--- config.mk ---
export PLATFORM = sky130hd
export DESIGN_NAME = pwm_bridge_gen
export DESIGN_NICKNAME = d
export VERILOG_FILES = /design/src/rtl/pwm_bridge_gen.sv
export SDC_FILE = /design/constraint.sdc
export NUM_CORES = 1
export LEC_CHECK = 0
export CAP_MARGIN = 20
export CORE_MARGIN = 5
export CORE_UTILIZATION = 40
export DETAILED_ROUTE_END_ITERATION = 8
export PLACE_DENSITY_LB_ADDON = 0.1
export SLEW_MARGIN = 20
export SYNTH_ARGS = -nofsm -noshare
export SYNTH_HDL_FRONTEND = slang
export SYNTH_SLANG_ARGS = --single-unit
--- constraint.sdc ---
create_clock -name clk -period 1.7 [get_ports clk]
set_input_delay 0.255 -clock clk [delete_from_list [all_inputs] [get_ports clk]]
set_output_delay 0.255 -clock clk [all_outputs]
set_load 0.01 [all_outputs]
--- src/rtl/pwm_bridge_gen.sv ---
// pwm_bridge_gen: edge-aligned complementary PWM command pair for nonoverlap, with graceful stop and brake.
// Define PWM_DEADTIME_COMP_EN to widen nonzero duties by DEADTIME, saturating at a full period.
module pwm_bridge_gen #(
  parameter int WIDTH    = 11,
  parameter int DEADTIME = 32
) (
  input  logic             clk,
  input  logic             rst_n,
  input  logic             en,
  input  logic             brake,
  input  logic [WIDTH-1:0] duty,
  output logic             pwm_high,
  output logic             pwm_low,
  output logic             pwm_synch
);
  typedef enum logic [1:0] {IDLE, RUN, STOPPING, BRAKE} state_t;
  state_t           state_q, state_d;
  logic [WIDTH-1:0] cnt_q, cnt_d, duty_q, duty_d, duty_eff;
  logic             high_q, high_d, low_q, low_d, synch_q, synch_d;
  logic             active, wrap, lt;
  if (DEADTIME < 0) begin : g_deadtime_check
    $error("DEADTIME must be non-negative");
  end
`ifdef PWM_DEADTIME_COMP_EN
  logic [WIDTH:0] duty_sum;
  assign duty_sum = {1'b0, duty} + (WIDTH+1)'(DEADTIME);
  assign duty_eff = duty == '0 ? '0 : duty_sum[WIDTH] ? '1 : duty_sum[WIDTH-1:0];
`else
  assign duty_eff = duty;
`endif
  assign active = state_q == RUN || state_q == STOPPING;
  assign wrap   = &cnt_q;
  assign lt     = cnt_q < duty_q;
  // Outputs reflect the pre-edge state/cnt, except brake which forces low-side immediately
  always_comb begin
    high_d  = !brake && active && lt;
    low_d   = brake || state_q == BRAKE || (active && !lt);
    synch_d = !brake && active && cnt_q == '0;
    state_d = state_q;
    cnt_d   = cnt_q + WIDTH'(1);
    duty_d  = duty_q;
    if (brake) begin
      state_d = BRAKE;
      cnt_d   = '0;
    end else if (!active) begin
      state_d = en ? RUN : IDLE;
      cnt_d   = '0;
      duty_d  = en ? duty_eff : duty_q;
    end else if (wrap) begin
      state_d = en ? RUN : state_q == RUN ? STOPPING : IDLE;
      duty_d  = (en || state_q == RUN) ? duty_eff : duty_q;
    end else if (!en) begin
      state_d = state_q == RUN ? STOPPING : state_q;
    end
  end
  always_ff @(posedge clk or negedge rst_n) begin
    if (!rst_n) begin
      state_q <= IDLE;
      cnt_q   <= '0;
      duty_q  <= '0;
      high_q  <= 1'b0;
      low_q   <= 1'b0;
      synch_q <= 1'b0;
    end else begin
      state_q <= state_d;
      cnt_q   <= cnt_d;
      duty_q  <= duty_d;
      high_q  <= high_d;
      low_q   <= low_d;
      synch_q <= synch_d;
    end
  end
  assign pwm_high  = high_q;
  assign pwm_low   = low_q;
  assign pwm_synch = synch_q;
endmodule

==> implementation parameters <==
Parameter                              Value

Drt
  Overall via count from detail_route    1,099
  DRC viols    0
  Detailed-routing iteration count for the pre-antenna-repair pass    4
  DRC violation total after the first TritonRoute iteration    48
  Post-route ant nets    0
  Wirelength, routed    3080 um
  Post-detailed-route via-to-cell ratio    4.97
  Wirelength per Cell    13.9 um

Timing
  Fin. Hold Viols    0
  Minimum hold slack    291 ps
  Final Max Slew Viols    0
  Final WS setup    -10.8 ps
  Achievable Freq    585 MHz
  RSZ-0062 raised after global routing    true
  Worst-case clock skew    2.67 ps
  Total Negative Setup Slacks    -29.4 ps
  Final Setup Violations    6
  Final critical-path required period    1710 ps
  Worst slew pin tran    342 ps
  Ratio of final minimum period to clock period    101%
  Worst slew margin    77.2%

Clocking
  Max clock buf depth    2
  Clock tree from TritonCTS    yes
  Clk Latency, worst-skew pair    310 ps
  # H-tree levels    1
  Number of sinks driven by the clock tree    27
  Clock buffers created by TritonCTS    3
  Cell chosen for the clock root    clkbuf_4
  Clock transition at the register clock pins on the worst setup and hold paths after CTS    130 ps

Outcome
  Failing checks    setup timing
  Status    finished with violations

Power
  Worst ir drop on vdd    0.675 mV
  Switch share    32.8%
  Power share of the sequential group    40.1%
  Power share of the clock group    11.4%
  Combinational share of power    48.5%
  Power spent charging and discharging nets    0.767 mW
  P per Cell Area    1220 nW/um^2
  Cell internal pwr    1.57 mW
  Leakage power total    0.920 nW

Synthesis
  Most used flip-flop cell after synthesis    dfrtp_1
  Cells taking the most area after synthesis    dfrtp_1 47%, ha_1 12%, mux2_2 8.5%
  Instance count of the mapped netlist    135
  Cell accounting for the most synthesized area    dfrtp_1
  Number of warnings printed during yosys synthesis    0
  Proportion of synthesized chip area in sequential cells    46.5%
  Syn nets    164
  Distinct cell type count of the synthesized netlist    29
  Average footprint of a synthesized cell    10.8 sq um
  Share of flip-flops with an asynchronous set or reset after synthesis    100%
  Register bit count reported by yosys    27
  Count of flip-flops with a built-in enable after synthesis    0
  Synthesized cell area    1450 sq um
  Share of the synthesized area in the top cell type    46.5%

Critical path
  Required time worst endpoint    1910 ps
  R2R Path Start    cnt_q[1]
  Number of stages on the worst setup path    6
  Register-to-Register Setup Slack    -10 ps
  Beginning of the critical path    cnt_q[1]
  End of the critical path    duty_q[6]
  Library cell contributing the largest single delay on the critical path    dfrtp_1
  Cell type group with the largest total delay on the critical path    simple AND/OR/NAND/NOR gates
  Sort of element at the end of the critical path    flop
  Cells on worst reg2reg path    6
  R2R Path End    duty_q[6]
  Ordered cell list for the critical path    ha_2 -> and4_4 -> a41oi_4 -> nor3_4 -> buf_6 -> mux2_4
  Worst Path Arrival    1930 ps
  CP peak stage delay    370 ps
  Worst path buffer plus inverter count    1
  Crit path kind    flop to flop
  Setup crit start kind    flop
  Highest net fanout along the worst path    6

Die
  Placeable core region    3420 sq um
  Total Die Area    4940 sq um
  Die span in x    70.3 um
  Die Span Y    70.3 um
  Num ports    18
  Site Rows    21
  Initial Utilization    42.5%

GRT
  Vias in the first global route    1,240
  Antenna violations before repair    0
  Met2 usage in global routing    22.6%
  Met3 demand-to-capacity share in global routing    3.59%
  Busiest metal layer after global routing    met2
  Met1 track utilization from global routing    16.7%
  Total gr overflow    0
  Wire length of the first global-routing pass    5440 um
  Global-route total usage across every layer    13.6%
  Largest net degree at the start of global routing    28

Place
  Estimated wirelength of the detail-placed design    2320 um
  Count of buffers from port buffering    17
  Placed inst area    1810 sq um
  Final Wtd Congestion    0.795

Cells and area
  Final layout net count    205
  Area delta synth->final    32.5%
  Most used cells in the layout excluding fill and tap cells    27 x dfrtp_1, 19 x buf_4, 17 x clkdlybuf4s50_1
  Leading cell type in the layout, fill and taps excluded    dfrtp_1
  Post-route standard cell area excluding fillers    1920 sq um
  Antenna diode count    0
  Share of cells above drive strength 1    25.1%

Job
  Number of violations of the max-capacitance limit    0

Min path
  Class of the most critical hold timing path    input pin to asynchronous set/reset pin
==> repair_timing <==
item,CTS,global route
setup buffers,1,0
setup endpoints to repair,11,12
hold buffers,0,0
cloned,1,0
resized for setup,14,3
pin swaps,3,0
==> layout make-up <==
| class | instances | area, sq um |
|---|---|---|
| Clock buffer | 4 | 26.3 |
| Fill cell | 307 | 1490 |
| Inverter | 16 | 60.1 |
| Multi-Input combinational cell | 90 | 769 |
| Sequential cell | 27 | 676 |
| Tap cell | 46 | 57.6 |
| Timing Repair Buffer | 38 | 335 |
==> per-layer routing <==
layer / wire (um) / share of wire (%) / up-vias
met5: 0 / 0 / -
met1: 1380 / 45 / 528
met3: 121 / 3.9 / 6
met4: 59 / 1.9 / 0
met2: 1520 / 49 / 24
li1: - / - / 541
==> how the worst min path moves through the flow <==
stage | from | to | slack, ps | depth (start not counted)
2_1_floorplan | rst_n | cnt_q[0] | -40 | 0
3_3_place_gp | duty_q[1] | duty_q[1] | 490 | 1
3_5_place_dp | duty_q[8] | duty_q[8] | 500 | 1
4_1_cts | rst_n | cnt_q[5] | 290 | 2
5_1_grt | rst_n | cnt_q[4] | 320 | 2
6_report | rst_n | cnt_q[5] | 290 | 2
==> sequential cells by signal, summed over array words and instances, names as in the netlist <==
name,count
state_q,2
pwm_high,1
duty_q,11
pwm_low,1
cnt_q,11
pwm_synch,1
==> cell families (layout without fill, tap and decap cells) <==
family,Yosys count,after routing,synth area share [%]
mux,11,11,8.53
compound gates,16,16,7.92
flops,27,27,46.5
buf+inv,18,58,5.17
fa+ha+maj,14,14,12.1
simple gates,40,40,14.4
xor+xnor,9,9,5.43
==> metrics by stage <==
step | power, mW | util (%) | std cells | setup WS, ps
2_1_floorplan | 1.52 | - | 135 | -104
3_3_place_gp | 1.82 | 53.0 | 215 | -21.5
3_5_place_dp | 1.87 | 53.0 | 215 | -57.4
4_1_cts | 2.33 | 56.0 | 221 | -34.2
5_1_grt | 2.52 | 56.3 | 221 | -82.2
6_report | 2.34 | 56.3 | 221 | -10.8
==> power by group through the flow <==
stage          Sequential, mW  Combinational [mW]  Clock (mW)
2_1_floorplan           0.939               0.576           0
3_3_place_gp            0.937               0.885           0
3_5_place_dp            0.949               0.925           0
4_1_cts                 0.942                1.11       0.281
5_1_grt                 0.965                1.25       0.299
6_report                0.939                1.13       0.267
==> cell usage after synthesis, drive strengths merged (2+ instances only) <==
cell	n
a21oi	7
and4	3
dfrtp	27
ha	14
inv	16
mux2	11
nand2	8
nand3	4
nand4	2
nor2	14
nor3	2
nor4	2
o21ai	4
xor2	8
(Power assumes the default switching activity.)
